[config.mk]
export PLATFORM = sky130hd
export DESIGN_NAME = dm_copy_engine
export DESIGN_NICKNAME = d
export VERILOG_FILES = /design/src/rtl/dm_copy_pkg.sv /design/src/rtl/dm_copy_engine.sv
export SDC_FILE = /design/constraint.sdc
export NUM_CORES = 1
export LEC_CHECK = 0
export CAP_MARGIN = 5
export CORE_AREA = 3 3 127 129
export CTS_CLUSTER_DIAMETER = 200
export DETAILED_ROUTE_END_ITERATION = 8
export DIE_AREA = 0 0 130 132
export PLACE_DENSITY = 0.79
export SYNTH_ARGS = -nofsm -noshare
export SYNTH_HDL_FRONTEND = slang
export SYNTH_SLANG_ARGS = --single-unit
[constraint.sdc]
create_clock -name clk -period 3.59 [get_ports clk]
set_input_delay 0.8975 -clock clk [delete_from_list [all_inputs] [get_ports clk]]
set_output_delay 0.8975 -clock clk [all_outputs]
set_load 0.05 [all_outputs]
[src/rtl/dm_copy_pkg.sv]
// rtl/dm_copy_pkg.sv - shared types, byte-enable constants and tail-mask helper for dm_copy_engine
package dm_copy_pkg;

  localparam int DM_LEN_W = 16;

  typedef enum logic [1:0] {
    ST_IDLE  = 2'd0,
    ST_READ  = 2'd1,
    ST_WRITE = 2'd2,
    ST_FIN   = 2'd3
  } state_t;

  localparam logic [3:0] BYTEEN_FULL = 4'b1111;
  localparam logic [3:0] BYTEEN_NONE = 4'b0000;

  // Little-endian byte enable for the word being written, given the bytes still owed.
  function automatic logic [3:0] tail_mask(input logic [31:0] rem);
    logic [3:0] mask;
    mask = BYTEEN_NONE;
    if (rem >= 32'd4) begin
      mask = BYTEEN_FULL;
    end else begin
      case (rem[1:0])
        2'd3:    mask = 4'b0111;
        2'd2:    mask = 4'b0011;
        2'd1:    mask = 4'b0001;
        default: mask = BYTEEN_NONE;
      endcase
    end
    return mask;
  endfunction

endpackage

[src/rtl/dm_copy_engine.sv]
// rtl/dm_copy_engine.sv - word-at-a-time block copy initiator on the data-memory port (optional fill mode: DM_COPY_FILL_EN)
module dm_copy_engine
  import dm_copy_pkg::*;
#(
  parameter int          LEN_W     = DM_LEN_W,
  parameter logic [31:0] IDLE_ADDR = 32'h0000_0000
) (
  input  logic             clk,
  input  logic             reset,
  input  logic             start,
  input  logic [31:0]      src_addr,
  input  logic [31:0]      dst_addr,
  input  logic [LEN_W-1:0] len,
`ifdef DM_COPY_FILL_EN
  input  logic             fill,
  input  logic [31:0]      fill_word,
`endif
  output logic             busy,
  output logic             done,
  output logic             err,
  output logic [31:0]      m_data_addr,
  input  logic [31:0]      m_data_rdata,
  output logic [31:0]      m_data_wdata,
  output logic [3:0]       m_data_byteen
);

  state_t           state;
  state_t           next_state;
  logic [31:0]      src_ptr;
  logic [31:0]      dst_ptr;
  logic [LEN_W-1:0] rem;
  logic [LEN_W-1:0] rem_next;
  logic [31:0]      data_buf;
  logic             err_flag;
  logic             fill_mode;
  logic             req_fill;
  logic             req_bad;

`ifdef DM_COPY_FILL_EN
  assign req_fill = fill;
`else
  assign req_fill = 1'b0;
`endif

  // A fill request never reads, so its source alignment is irrelevant.
  assign req_bad  = ((src_addr[1:0] != 2'b00) && !req_fill) || (dst_addr[1:0] != 2'b00);

  // Bytes still owed after the current write; the tail word clamps to zero.
  assign rem_next = (rem >= LEN_W'(4)) ? (rem - LEN_W'(4)) : '0;

  // State register; reset lands in IDLE so all decoded outputs drop at once.
  always_ff @(posedge clk or negedge reset) begin
    if (!reset) begin
      state <= ST_IDLE;
    end else begin
      state <= next_state;
    end
  end

  // Next-state and memory-port decode.
  always_comb begin
    next_state    = state;
    busy          = (state != ST_IDLE);
    done          = 1'b0;
    err           = 1'b0;
    m_data_addr   = IDLE_ADDR;
    m_data_wdata  = 32'h0;
    m_data_byteen = BYTEEN_NONE;
    case (state)
      ST_IDLE: begin
        if (start) begin
          if (req_bad || (len == '0)) begin
            next_state = ST_FIN;
          end else if (req_fill) begin
            next_state = ST_WRITE;
          end else begin
            next_state = ST_READ;
          end
        end
      end
      ST_READ: begin
        m_data_addr = src_ptr;
        next_state  = ST_WRITE;
      end
      ST_WRITE: begin
        m_data_addr   = dst_ptr;
        m_data_wdata  = data_buf;
        m_data_byteen = tail_mask(32'(rem));
        if (rem_next == '0) begin
          next_state = ST_FIN;
        end else if (fill_mode) begin
          next_state = ST_WRITE;
        end else begin
          next_state = ST_READ;
        end
      end
      ST_FIN: begin
        done       = 1'b1;
        err        = err_flag;
        next_state = ST_IDLE;
      end
      default: next_state = ST_IDLE;
    endcase
  end

  // Operand latch, read-data capture and pointer/remaining-count advance.
  always_ff @(posedge clk or negedge reset) begin
    if (!reset) begin
      src_ptr   <= 32'h0;
      dst_ptr   <= 32'h0;
      rem       <= '0;
      data_buf  <= 32'h0;
      err_flag  <= 1'b0;
      fill_mode <= 1'b0;
    end else begin
      case (state)
        ST_IDLE: begin
          if (start) begin
            err_flag <= req_bad;
            if (!req_bad && (len != '0)) begin
              src_ptr   <= src_addr;
              dst_ptr   <= dst_addr;
              rem       <= len;
              fill_mode <= req_fill;
`ifdef DM_COPY_FILL_EN
              if (fill) begin
                data_buf <= fill_word;
              end
`endif
            end
          end
        end
        ST_READ: begin
          data_buf <= m_data_rdata;
        end
        ST_WRITE: begin
          src_ptr <= src_ptr + 32'd4;
          dst_ptr <= dst_ptr + 32'd4;
          rem     <= rem_next;
        end
        ST_FIN: begin
          err_flag  <= 1'b0;
          fill_mode <= 1'b0;
        end
        default: ;
      endcase
    end
  end

endmodule

# Word-level counts from Yosys, hierarchy flattened
# Cells that the tools add are included.
[word_totals]
ff_bits = 116
inputBits = 115
out_inout_bits = 71
word_cells = 63
[classes]
n_addsub = 3
order_cmp = 2
n_eq_ne = 8
mux = 27
reduce_logical = 16
[ops]
columns = ["cell", "n"]
rows = [
  ["$pmux W32 S2", 3],
  ["$mux W32", 5],
  ["$add A32 B3 Y32 const B", 2],
  ["$mux W16", 3],
  ["$ge A16 B3 Y1 const B", 2],
  ["$logic_not A16 Y1", 2],
  ["$pmux W16 S2", 1],
  ["$reduce_bool A16 Y1", 1],
  ["$sub A16 B3 Y16 const B", 1],
  ["$reduce_bool A2 Y1", 5],
  ["$pmux W3 S3", 1],
  ["$eq A2 B2 Y1 const B", 4],
  ["$mux W2", 4],
  ["$mux W4", 2],
  ["$pmux W2 S4", 1],
  ["$reduce_and A3 Y1", 2],
  ["$mux W1", 5],
  ["$eq A2 B1 Y1 const B", 2],
  ["$ne A2 B2 Y1 const B", 2],
  ["$pmux W1 S2", 2],
  ["$logic_not A2 Y1", 1],
  ["$logic_or A1 B1 Y1", 2],
  ["$reduce_and A2 Y1", 1],
  ["$logic_and A1 B1 Y1", 1],
  ["$logic_not A1 Y1", 1],
]

# Longest topological paths before layout
[depth]
word_depth = 7
ltp_mapped = 10
ltp_nobuf = 7

# Worst setup path before layout
# No wires, ideal clock.
[synth_path]
path_type = "register to output"
start = "register state[0]"
end = "output port m_data_addr[2]"
arrival_time_ps = 2818
t_required_ps = 2693
path_slack_ps = -126
path_stages_with_launch = 8
n_path_buf = 3
path_cell_list = "dfrtp_1 inv_1 ha_1 buf_1 clkbuf_1 clkbuf_1 nand2_1 a21boi_0"
[synth_between]
elab_chain_len = 2
elab_cells_between_ends = 3
classes_between = "2 x eq/ne; 1 x mux"
[synth_lines]
columns = ["element", "line_no", "rtl"]
rows = [
  ["from (decl)", "dm_copy_engine.sv:27", "state_t state;"],
  ["from (signal assigned)", "dm_copy_engine.sv:56", "state <= next_state;"],
  ["$eq A2 B2 Y1 / $eq A2 B1 Y1 (equally long branches)", "dm_copy_engine.sv:69", "case (state)"],
  ["$pmux W32 S2 (*)", "dm_copy_engine.sv:69", ""],
  ["to (decl)", "dm_copy_engine.sv:21", "output logic [31:0] m_data_addr,"],
]
# Mark *: on every way between the ends. The rest lies on a longest branch, timed or not.

# Final worst setup path
[layout_path]
start = "register rem[3]"
end = "output port m_data_byteen[1]"
[layout_between]
elab_chain_len = 3
[layout_lines]
columns = ["element", "line_no", "rtl"]
rows = [
  ["from (decl)", "dm_copy_engine.sv:31", "logic [LEN_W-1:0] rem;"],
  ["from (signal assigned)", "dm_copy_engine.sv:123", "rem <= len;"],
  ["from (signal assigned)", "dm_copy_engine.sv:139", "rem <= rem_next;"],
  ["$ge A16 B3 Y1", "dm_copy_pkg.sv:20", "if (rem >= 32'd4) begin"],
  ["$mux W4", "dm_copy_pkg.sv:20", ""],
  ["$mux W4", "dm_copy_engine.sv:69", ""],
  ["to (decl)", "dm_copy_engine.sv:24", "output logic [3:0] m_data_byteen"],
]
# Every way passes these cells.

==> impl_results.md <==
- CTS H-tree depth: 4
- Post-synth EDFFs: 0
- Class of the tightest hold or removal check: flip-flop to flip-flop
- Global placement routability congestion: 0.9361
- Initial Util: 0.5021
- Relative slew slack: 0.2371
- Worst Hold Path Cells: 1
- Final global-route overflow total: 0
- DP Worst Slack: 12.39 ps
- DIE AREA: 17160 µm²
- Share of the clock period used by the worst path after layout: 0.9773
- Slew Limit Fails: 0
- Post-Route WL: 25.78 mm
- Relative contribution of the clock network to total power: 0.175
- Synth Flop Type: sky130_fd_sc_hd__dfrtp_1
- Root buf cell: sky130_fd_sc_hd__clkbuf_16
- Combinational share of power: 0.561
- Worst voltage drop across the vdd grid: 715.3 µV
- Status: finished clean
- Internal power of the cells: 5329 µW
- Relative contribution of sequential cells to total power: 0.264
- Number of nets in the layout: 1148
- Hold wc startpoint: src_ptr[0]
- Synthesized area per cell: 8.741 µm²
- Total of warnings raised by yosys: 0
- Num rows: 45
- DP HPWL: 17.42 mm
- Category of the critical setup timing path: flip-flop to output pin
- GR Util All Layers: 0.2954
- Maximum capacitance violations: 0
- WL/cell: 21.06 µm
- Antenna violations before repair: 0
- Reg2Reg Setup Slack: 670 ps
- Peak Freq: 285.0 MHz
- Number of hold-slack violations in the final timing report: 0
- Worst Hold Endpoint: src_ptr[0]
- Iteration-0 DRC count of the detailed router: 967
- Critical register-to-register path endpoint: src_ptr[13]
- Total inserted antenna cells: 0
- Share of async-settable or async-resettable flops after synthesis: 1.000
- First-pass iteration count of the detailed router: 6
- Routed Antenna Nets: 0
- Power density normalized to cell area: 998.0 nW/µm²
- RSZ-0062 raised after global routing: false
- Part of the Yosys area used for sequential elements: 0.3784
- Input/output buffers: 185
- Critical path data required time: 2690 ps
- Top cell type's share of synthesized area: 0.3784
- Final sum of negative setup slack: 0 ps
- Crit path DAT: 2610 ps
- Element type at the critical path start: flip-flop
- Via count: 7949
- CTS sink count: 115
- TritonCTS buffer count: 17
- Cell type contributing the most total cell area after synthesis: sky130_fd_sc_hd__dfrtp_1
- Tmin final: 3509 ps
- Switching component of the power: 4911 µW
- Critical Path Fanout Max: 8
- Final setup skew: 9.882 ps
- Mapped Nets: 993
- Worst skew pair latency: 420 ps
- Clk slew on worst S/H paths: 50 ps
- Placeable core region: 15150 µm²
- RR Startpoint: state[0]
- Mapped Area: 7605 µm²
- Maximum count of clock buffers along a single path: 2
- Wire length of the first global-routing pass: 40.62 mm
- Leakage Power: 0.004117 µW
- Number of DRC violations after detailed routing: 0
- # Post-CTS Setup Buffers: 0
- Setup WS post-layout: 81.34 ps
- Switching part of the total power: 0.4796
- CP Capture Type: output pin
- Floorplan die width: 130 µm
- Count of cells along the worst register-to-register path: 8
- DR vias/cell: 6.494
- Leading post-synthesis cells by cell area: sky130_fd_sc_hd__dfrtp_1 38%, sky130_fd_sc_hd__mux2_2 4.7%, sky130_fd_sc_hd__o21ai_0 4.5%
- TritonCTS clock tree: yes
- Post-synthesis cell count: 870
- Syn-to-layout area delta: 34.93%
- Vertical die dimension: 132 µm
- Number of flip-flops and latches in the synthesized netlist: 115
- Fraction of final layout cells sized beyond drive strength 1: 0.1361
- Pin count of the biggest net entering global routing: 68
- Yosys cell types: 66
- Io pins: 186
- Final count of negative-setup-slack endpoints: 0
- Transition time at the pin with the least slew margin: 1138 ps
- Via count of the first global-routing pass: 7551
state kept, by name, summed over array words and instances (netlist names):
register	cells
data_buf	32
err_flag	1
state	2
src_ptr	32
dst_ptr	32
rem	16
kinds of logic after synthesis:
family / Yosys count / share of synthesized area
adder cells (fa/ha/maj): 8 / 0.01316
multiplexers: 46 / 0.06581
flip-flops: 115 / 0.3784
AO/OA/AOI/OAI: 267 / 0.2415
buffers and inverters: 91 / 0.04854
AND/OR/NAND/NOR: 341 / 0.2502
XOR/XNOR: 2 / 0.002304
through the flow:
step / power, µW / std cells / hold WS [ps] / util / cell area, µm²
floorplan: 6489 / 870 / 454.3 / - / 7605
global placement: 8204 / 1194 / 469.4 / 0.6352 / 9620
detailed placement: 8302 / 1194 / 475.7 / 0.6352 / 9620
CTS: 10160 / 1224 / 488.9 / 0.6765 / 10250
global route: 10810 / 1224 / 504.8 / 0.6775 / 10260
finish: 10240 / 1224 / 488.5 / 0.6775 / 10260
what timing repair did:
| action | CTS | global route |
|---|---|---|
| resized for setup | 4 | 3 |
| gates cloned | 0 | 0 |
| pin swaps | 0 | 0 |
| hold buffers | 0 | 0 |
| endpoints found under the setup margin | 3 | 4 |
synthesized netlist by cell type, drive strengths merged, types with 6 or more instances:
cell type  count
dfrtp        115
o21ai         72
clkbuf        55
nand2         51
nor2          44
and2          43
nand3         38
a22oi         32
mux2          32
nor2b         28
a21oi         25
nand4         25
and3          21
buf           20
nor4          19
nor3          18
inv           16
a21boi        14
mux2i         14
o211ai        14
or4           13
a21o          11
and4          11
a31oi         10
a22o           9
o22ai          9
o31ai          9
or3            9
ha             8
o2bb2ai        8
a211oi         6
worst max path at each step:
| stage | startpoint | endpoint | slack (ps) | cells after the start |
|---|---|---|---|---|
| 2_1_floorplan | state[0] | m_data_addr[26] | 190 | 6 |
| 3_3_place_gp | dst_addr[1] | src_ptr[13] | 80 | 7 |
| 3_5_place_dp | dst_addr[1] | src_ptr[13] | 10 | 7 |
| 4_1_cts | rem[2] | m_data_byteen[1] | 40 | 8 |
| 5_1_grt | rem[3] | m_data_byteen[1] | 20 | 8 |
| 6_report | rem[3] | m_data_byteen[1] | 80 | 8 |
power groups by stage:
stage	combinational, µW	clock (µW)	sequential, µW
floorplan	4160	0	2330
CTS	5690	1810	2660
detailed placement	5630	0	2670
finish	5750	1800	2700
global route	6150	1870	2790
global placement	5560	0	2640
cell usage in the layout (no fill, tap or decap), types with 28 or more instances in the layout:
master / count
sky130_fd_sc_hd__o21ai_0: 68
sky130_fd_sc_hd__mux2_2: 32
sky130_fd_sc_hd__nor2b_1: 28
sky130_fd_sc_hd__buf_4: 54
sky130_fd_sc_hd__and2_1: 43
sky130_fd_sc_hd__nor2_1: 43
sky130_fd_sc_hd__nand2_1: 51
sky130_fd_sc_hd__clkdlybuf4s50_1: 148
sky130_fd_sc_hd__a22oi_1: 32
sky130_fd_sc_hd__dfrtp_1: 114
sky130_fd_sc_hd__nand3_1: 38
critical path: stages (launching register included):
cell and delay, ps:
sky130_fd_sc_hd__dfrtp_1 400, sky130_fd_sc_hd__inv_1 150, sky130_fd_sc_hd__ha_4 200, sky130_fd_sc_hd__or3b_4 450
sky130_fd_sc_hd__or3_4 390, sky130_fd_sc_hd__or2_1 270, sky130_fd_sc_hd__nor2_1 100, sky130_fd_sc_hd__nor2_1 50
sky130_fd_sc_hd__buf_4 180
metal layers:
metal | routed length (µm) | track usage
met5 | 0 | 0
met4 | 706 | 0.1028
met1 | 10540 | 0.3992
met2 | 11650 | 0.4433
met3 | 2878 | 0.09968
final cells by class:
cell class	count	area, µm²
Fill cell	1222	4885
Multi-Input combinational cell	664	4415
Timing Repair Buffer	211	2058
Clock inverter	10	156.4
Sequential cell	115	2879
Tap cell	188	235.2
Clock buffer	20	456.7
Inverter	16	60.06
Note: power is estimated with default switching activity, not from simulation.
